==> config.mk <==
export PLATFORM = sky130hd
export DESIGN_NAME = fu_config_sequencer_flat
export DESIGN_NICKNAME = d
export VERILOG_FILES = /design/src/rtl/fu_config_sequencer_if.sv /design/src/rtl/fu_config_sequencer.sv /design/src/flat_wrapper.sv
export SDC_FILE = /design/constraint.sdc
export NUM_CORES = 2
export LEC_CHECK = 0
export CAP_MARGIN = 10
export CORE_MARGIN = 5
export CORE_UTILIZATION = 40
export CTS_CLUSTER_DIAMETER = 40
export CTS_CLUSTER_SIZE = 28
export DETAILED_ROUTE_END_ITERATION = 10
export DONT_BUFFER_PORTS = 1
export GPL_TIMING_DRIVEN = 0
export PLACE_DENSITY = 0.64
export SLEW_MARGIN = 20
export SYNTH_ARGS = -nofsm -noshare
export SYNTH_HDL_FRONTEND = slang
export SYNTH_SLANG_ARGS = --single-unit
==> constraint.sdc <==
create_clock -name clk -period 13.1 [get_ports clk]
set_input_delay 0.655 -clock clk [delete_from_list [all_inputs] [get_ports clk]]
set_output_delay 0.655 -clock clk [all_outputs]
set_load 0.05 [all_outputs]
==> src/rtl/fu_config_sequencer_if.sv <==
// Host-side context table write bus for the FU config sequencer.
// No latency of its own: plain wires between the host (master) and the sequencer (slave).
// No backpressure: writes offered while the sequencer is busy are dropped and flagged there.
interface fu_config_sequencer_if #(
  parameter int CONFIG_ALL = 64,
  parameter int ADDR_W     = 4,
  parameter int RPT_W      = 8
);
  logic                  cfg_we;
  logic [ADDR_W-1:0]     cfg_waddr;
  logic [CONFIG_ALL-1:0] cfg_wdata;
  logic [RPT_W-1:0]      cfg_wrpt;
  logic                  cfg_wlast;

  modport master (output cfg_we, cfg_waddr, cfg_wdata, cfg_wrpt, cfg_wlast);
  modport slave  (input  cfg_we, cfg_waddr, cfg_wdata, cfg_wrpt, cfg_wlast);
endinterface

==> src/rtl/fu_config_sequencer.sv <==
// Context sequencer replaying a DEPTH-entry table of FU config words, each held rpt+1 cycles.
// Latency: start sampled in cycle N puts the first entry on config_all_o in cycle N+1; all outputs registered.
// Backpressure: stall freezes pc/repeat count and drives NOP; abort returns to IDLE. Optional macro FU_SEQ_LOOP_EN.
module fu_config_sequencer #(
  parameter int CONFIG_ALL = 64,
  parameter int DEPTH      = 16,
  parameter int RPT_W      = 8,
  parameter int ADDR_W     = $clog2(DEPTH)
) (
  input  logic                  clk,
  input  logic                  rst,
  fu_config_sequencer_if.slave  cfg_if,
  input  logic                  start,
  input  logic [ADDR_W-1:0]     start_addr,
`ifdef FU_SEQ_LOOP_EN
  input  logic [7:0]            loop_cnt,
`endif
  input  logic                  stall,
  input  logic                  abort,
  output logic [CONFIG_ALL-1:0] config_all_o,
  output logic                  cfg_valid_o,
  output logic [ADDR_W-1:0]     pc_o,
  output logic                  busy_o,
  output logic                  done_o,
  output logic                  err_o
);

  typedef enum logic [1:0] {S_IDLE, S_RUN, S_DONE} state_t;

  state_t                state_q, state_d;
  logic [CONFIG_ALL-1:0] config_q, config_d;
  logic                  valid_q, valid_d;
  logic [ADDR_W-1:0]     pc_q, pc_d;
  logic [RPT_W-1:0]      rpt_q, rpt_d;
  logic                  done_q, done_d;
  logic                  err_q, err_d;

  // Context table: deliberately not reset, the host always loads it before use.
  logic [CONFIG_ALL-1:0] tbl_data_q [DEPTH];
  logic [RPT_W-1:0]      tbl_rpt_q  [DEPTH];
  logic [DEPTH-1:0]      tbl_last_q;

  logic                  tbl_we;
  logic                  fwd;
  logic [CONFIG_ALL-1:0] first_data;
  logic [RPT_W-1:0]      first_rpt;
  logic                  cur_last;
  logic [ADDR_W-1:0]     pc_inc;
  logic [ADDR_W-1:0]     nxt_pc;
  logic                  loop_more;
  logic                  adv;
  logic                  fin;

  // Writes only land while idle; anything offered mid-program is dropped.
  assign tbl_we = cfg_if.cfg_we && (state_q == S_IDLE);

  // A write to the start address in the start cycle must be seen by the first entry.
  assign fwd        = cfg_if.cfg_we && (cfg_if.cfg_waddr == start_addr);
  assign first_data = fwd ? cfg_if.cfg_wdata : tbl_data_q[start_addr];
  assign first_rpt  = fwd ? cfg_if.cfg_wrpt  : tbl_rpt_q[start_addr];

  assign cur_last = tbl_last_q[pc_q];
  assign pc_inc   = (pc_q == ADDR_W'(DEPTH - 1)) ? '0 : pc_q + ADDR_W'(1);

`ifdef FU_SEQ_LOOP_EN
  logic [7:0]        loops_q, loops_d;
  logic [ADDR_W-1:0] base_q, base_d;

  assign loop_more = (loops_q != 8'd0);
  assign nxt_pc    = (cur_last && loop_more) ? base_q : pc_inc;
`else
  assign loop_more = 1'b0;
  assign nxt_pc    = pc_inc;
`endif

  // adv: current entry has used its last active cycle and the sequencer may move on.
  assign adv = (state_q == S_RUN) && !abort && !stall && (rpt_q == '0);
  assign fin = adv && cur_last && !loop_more;

  // Table write port.
  always_ff @(posedge clk) begin
    if (tbl_we) begin
      tbl_data_q[cfg_if.cfg_waddr] <= cfg_if.cfg_wdata;
      tbl_rpt_q[cfg_if.cfg_waddr]  <= cfg_if.cfg_wrpt;
      tbl_last_q[cfg_if.cfg_waddr] <= cfg_if.cfg_wlast;
    end
  end

  // State and registered outputs; reset wins over everything, including abort.
  always_ff @(posedge clk) begin
    if (rst) begin
      state_q  <= S_IDLE;
      config_q <= '0;
      valid_q  <= 1'b0;
      pc_q     <= '0;
      rpt_q    <= '0;
      done_q   <= 1'b0;
      err_q    <= 1'b0;
    end else begin
      state_q  <= state_d;
      config_q <= config_d;
      valid_q  <= valid_d;
      pc_q     <= pc_d;
      rpt_q    <= rpt_d;
      done_q   <= done_d;
      err_q    <= err_d;
    end
  end

  // Next state: abort beats completion; DONE lasts exactly one cycle.
  always_comb begin
    state_d = state_q;
    case (state_q)
      S_IDLE:  if (start) state_d = S_RUN;
      S_RUN: begin
        if (abort)    state_d = S_IDLE;
        else if (fin) state_d = S_DONE;
      end
      S_DONE:  state_d = S_IDLE;
      default: state_d = S_IDLE;
    endcase
  end

  // Output/datapath: NOP unless a live entry is presented; stall holds pc and count.
  always_comb begin
    config_d = '0;
    valid_d  = 1'b0;
    pc_d     = pc_q;
    rpt_d    = rpt_q;
    done_d   = 1'b0;
    err_d    = cfg_if.cfg_we && (state_q != S_IDLE);
    case (state_q)
      S_IDLE: begin
        if (start) begin
          pc_d     = start_addr;
          rpt_d    = first_rpt;
          config_d = first_data;
          valid_d  = 1'b1;
        end
      end
      S_RUN: begin
        if (!abort && !stall) begin
          if (rpt_q != '0) begin
            config_d = tbl_data_q[pc_q];
            valid_d  = 1'b1;
            rpt_d    = rpt_q - RPT_W'(1);
          end else if (fin) begin
            done_d = 1'b1;
          end else begin
            pc_d     = nxt_pc;
            config_d = tbl_data_q[nxt_pc];
            rpt_d    = tbl_rpt_q[nxt_pc];
            valid_d  = 1'b1;
          end
        end
      end
      default: ;
    endcase
  end

`ifdef FU_SEQ_LOOP_EN
  // Loop bookkeeping: capture pass count and restart address with start.
  always_comb begin
    loops_d = loops_q;
    base_d  = base_q;
    if ((state_q == S_IDLE) && start) begin
      loops_d = loop_cnt;
      base_d  = start_addr;
    end else if (adv && cur_last && loop_more) begin
      loops_d = loops_q - 8'd1;
    end
  end

  // Loop registers.
  always_ff @(posedge clk) begin
    if (rst) begin
      loops_q <= 8'd0;
      base_q  <= '0;
    end else begin
      loops_q <= loops_d;
      base_q  <= base_d;
    end
  end
`endif

  assign config_all_o = config_q;
  assign cfg_valid_o  = valid_q;
  assign pc_o         = pc_q;
  assign busy_o       = (state_q == S_RUN);
  assign done_o       = done_q;
  assign err_o        = err_q;

endmodule

==> src/flat_wrapper.sv <==
// flat-port wrapper written by rule: the top's interface ports become plain ports
module fu_config_sequencer_flat 
#(
  parameter int CONFIG_ALL = 64,
  parameter int DEPTH      = 16,
  parameter int RPT_W      = 8,
  parameter int ADDR_W     = $clog2(DEPTH)
)
  (clk, rst, start, start_addr, stall, abort, config_all_o, cfg_valid_o, pc_o, busy_o, done_o, err_o, cfg_if_cfg_we, cfg_if_cfg_waddr, cfg_if_cfg_wdata, cfg_if_cfg_wrpt, cfg_if_cfg_wlast);
  fu_config_sequencer_if #(.CONFIG_ALL(CONFIG_ALL), .ADDR_W(ADDR_W), .RPT_W(RPT_W)) cfg_if_i ();
  input  logic clk;
  input  logic rst;
  input  logic start;
  input  logic [ADDR_W-1:0] start_addr;
  input  logic stall;
  input  logic abort;
  output logic [CONFIG_ALL-1:0] config_all_o;
  output logic cfg_valid_o;
  output logic [ADDR_W-1:0] pc_o;
  output logic busy_o;
  output logic done_o;
  output logic err_o;
  input wire logic [$bits(cfg_if_i.cfg_we)-1:0] cfg_if_cfg_we;
  input wire logic [$bits(cfg_if_i.cfg_waddr)-1:0] cfg_if_cfg_waddr;
  input wire logic [$bits(cfg_if_i.cfg_wdata)-1:0] cfg_if_cfg_wdata;
  input wire logic [$bits(cfg_if_i.cfg_wrpt)-1:0] cfg_if_cfg_wrpt;
  input wire logic [$bits(cfg_if_i.cfg_wlast)-1:0] cfg_if_cfg_wlast;
  assign cfg_if_i.cfg_we = cfg_if_cfg_we;
  assign cfg_if_i.cfg_waddr = cfg_if_cfg_waddr;
  assign cfg_if_i.cfg_wdata = cfg_if_cfg_wdata;
  assign cfg_if_i.cfg_wrpt = cfg_if_cfg_wrpt;
  assign cfg_if_i.cfg_wlast = cfg_if_cfg_wlast;
  fu_config_sequencer #(.CONFIG_ALL(CONFIG_ALL), .DEPTH(DEPTH), .RPT_W(RPT_W), .ADDR_W(ADDR_W)) u_core (.clk(clk), .rst(rst), .cfg_if(cfg_if_i), .start(start), .start_addr(start_addr), .stall(stall), .abort(abort), .config_all_o(config_all_o), .cfg_valid_o(cfg_valid_o), .pc_o(pc_o), .busy_o(busy_o), .done_o(done_o), .err_o(err_o));
endmodule
==> results.toml <==
[critical_path]
critPathLaunchType = "flop"
crit_top_cell = "clkbuf_1"
cpPeakStageDelay_ns = 0.99
timing.critical_path.required_ns = 13.72
crit_type = "reg2reg"
worst_ep_arrival_time_ns = 6.18
slowest_stage = "dfxtp_1"
cp_cell_sequence = "ha_1 > buf_2 > mux2_2 > nand2_1 > clkbuf_1 > clkbuf_1 > o221ai_1 > o22ai_1"
critPathBufInv = 3
crit_fanout = 10
cp-end-kind = "flop"
r2r_slack_ns = 7.54
cp_top_family = "buffers and inverters"

[clock_network]
cts_max_path_buffers = 3
clock_latency_ns = 0.84
cts.sinks = 1253
htreeDepth = 4
post_cts_resized = 0
root_buffer = "clkbuf_16"
cts_tree = "yes"
post_cts_buffers = 0
ctsHoldBuffers = 74
numCtsBuffers = 176
clk_pin_slew_ns = 0.06

[logic_synthesis]
syn_area_sq_um = 64600
synth_nets = 3547
synth_top_cell_area_share_pct = 54.3
synth_cells = 3458
synth_ff_type = "edfxtp_1"
async_flop_share_pct = 0
synth_enable_flop_cells = 1168
synth_top_cells_by_count = "edfxtp_1 (1168), mux4_2 (878), clkbuf_1 (157)"
synth.most_common_cell = "edfxtp_1"
synth_area_leaders = "edfxtp_1 (54%), mux4_2 (31%), dfxtp_1 (2.6%)"
synth_area_leader_cell = "edfxtp_1"
synth_area_per_cell_sq_um = 18.7
ys_seq_elements = 1253
synth-seq-area-share_pct = 56.9
synth_cell_type_count = 65
ys_warn_count = 0

[power_and_ir_drop]
switchingPower_mw = 3.36
internal-power_mw = 8.12
switching_share_pct = 29.3
p_per_area_nw_per_um2 = 150
leakage_nw = 24.2
power_frac_seq_pct = 39.5
power_frac_comb_pct = 17.9
ir_drop_uv = 97.6
clkPwrFrac_pct = 42.6
total_power_mw = 11.5

[placement]
hpwlAfterDp_microns = 167000
placed_area_sq_um = 69600
io_buffers = 0
dp_slack_ns = 7.81
post-place-cells = 5745
gp_congestion = 0.951

[sta]
fmax_mhz = 180
hold_viol = 0
fin_ws_ns = 7.54
rsz0062_at_grt = "false"
period_minus_slack_ns = 5.56
drv_slew = 0
period_share_pct = 42.5
skew_ns = 0.0364
max_slew_margin_pct = 14.3
tightest_slew_ns = 1.29
setup_violations = 0

[grt]
grt.overflow.total = 0
grt_use_total_pct = 29.2
grt_pass1_wl_microns = 342000
antenna_found_initial = 30
grt_max_degree = 18
grt_pass1_vias = 42700

[cells_and_area]
stdcell_area_sq_um = 76500
final_util_pct = 47.6
final_layout_size_suffix_gt1_share_pct = 39.1
fin_nets = 3930
final_cells = 6175
syn2layout_area_growth_pct = 18.3

[worst_hold_path]
min_path_type = "in2reg"

[flow_run]
cap_viol_max_count = 0

[route]
drtPass1Iterations = 8
vias = 44100
wire_per_inst_microns = 40.6
drc = 0
drt-vias-per-instance = 7.15
ant_nets = 0
wl_microns = 251000
drt_iter0_drc = 8242

[die]
rows = 147
die_y_microns = 412
die-area_sq_um = 170000
fp.dieW_microns = 412
initial_core_util_pct = 40.3
ios = 159
core_area_sq_um = 161000

[outcome]
status = "finished clean"
worst register-to-register path, delay by kind of cell, from the launching register on:
kind,cells,cell delay [ns]
simple gates,1,0.42
buf+inv,3,1.98
fa+ha+maj,1,0.38
flops,1,0.99
compound gates,2,1.08
mux,1,0.51
stage by stage:
stage               setup TNS, ns  hold WS, ns
global route                    0       0.0211
global placement          -676.83        0.516
floorplan                       0        0.489
CTS                             0      0.00351
detailed placement              0        0.516
finish                          0       0.0398
layout by cell type, fill, tap and decap left out, types with 27 or more instances in the layout:
master / n
a22oi_1: 43
o21ai_1: 27
nor2_1: 35
a31oi_1: 31
mux2i_1: 147
nand3_1: 66
buf_2: 124
mux2_2: 29
mux4_2: 878
clkbuf_16: 181
buf_4: 62
clkbuf_2: 46
o21ai_0: 84
dfxtp_1: 85
o22ai_1: 54
clkbuf_1: 130
inv_6: 30
nand2_1: 134
a21oi_1: 72
buf_16: 31
edfxtp_1: 1168
o221ai_1: 42
dlygate4sd3_1: 74
buf_12: 33
power groups by stage:
stage	Clock, mW	Sequential (mW)	Combinational (mW)
after floorplan	0	4.61	1.19
after global placement	0	4.63	1.88
after detailed placement	0	4.62	1.91
after CTS	4.91	4.53	1.98
after global routing	5.10	4.54	2.08
final	4.89	4.53	2.05
cells by family (layout without fill, tap and decap cells):
family,after synthesis,count (layout),share of synthesized area [%]
adder cells (fa/ha/maj),2,2,0.0387
multiplexers,1054,1054,33.4
XOR/XNOR,9,9,0.122
buffers and inverters,326,860,2.19
AND/OR/NAND/NOR,333,333,2.41
other,0,23,0
AO/OA/AOI/OAI,481,481,4.98
flip-flops,1253,1253,56.9
final timing paths:
| kind | from | end | depth (start not counted) |
|---|---|---|---|
| hold reg to reg | u_core.rpt_q[6] | u_core.rpt_q[6] | 2 |
| hold / removal | cfg_if_cfg_wdata[5] | u_core.config_all_o[5] | 2 |
| setup / recovery | u_core.pc_o[1] | u_core.config_all_o[57] | 8 |
| setup reg to reg | u_core.pc_o[1] | u_core.config_all_o[57] | 8 |
state kept, by name (all words and copies together), names as in the netlist, 2 cells and up, named ones only:
register             count
u_core.config_all_o     64
u_core.pc_o              4
u_core.state_q           2
u_core.rpt_q             8
u_core.tbl_last_q       16
u_core.tbl_data_q     1024
u_core.tbl_rpt_q       128
routing by layer:
metal | wire length (microns) | vias up | share of wire, % | track usage (%)
li1 | - | 16100 | - | -
met1 | 83500 | 22800 | 33 | 37.1
met2 | 112000 | 4266 | 45 | 43.6
met3 | 39600 | 895 | 16 | 11.0
met4 | 15600 | 14 | 6.2 | 15.6
met5 | 95 | - | 0.038 | 0
cell type report:
cell class / instances / area [sq um]
fill: 13200 / 84100
sequential: 1253 / 36800
multi-input combinational: 1879 / 26600
clock buffer: 201 / 4620
timing repair buffer: 205 / 2830
tap: 2160 / 2700
buffer: 319 / 1470
clock inverter: 128 / 1420
antenna: 23 / 57.6
inverter: 7 / 26.3
No activity file was read; power rests on OpenSTA's default activity.
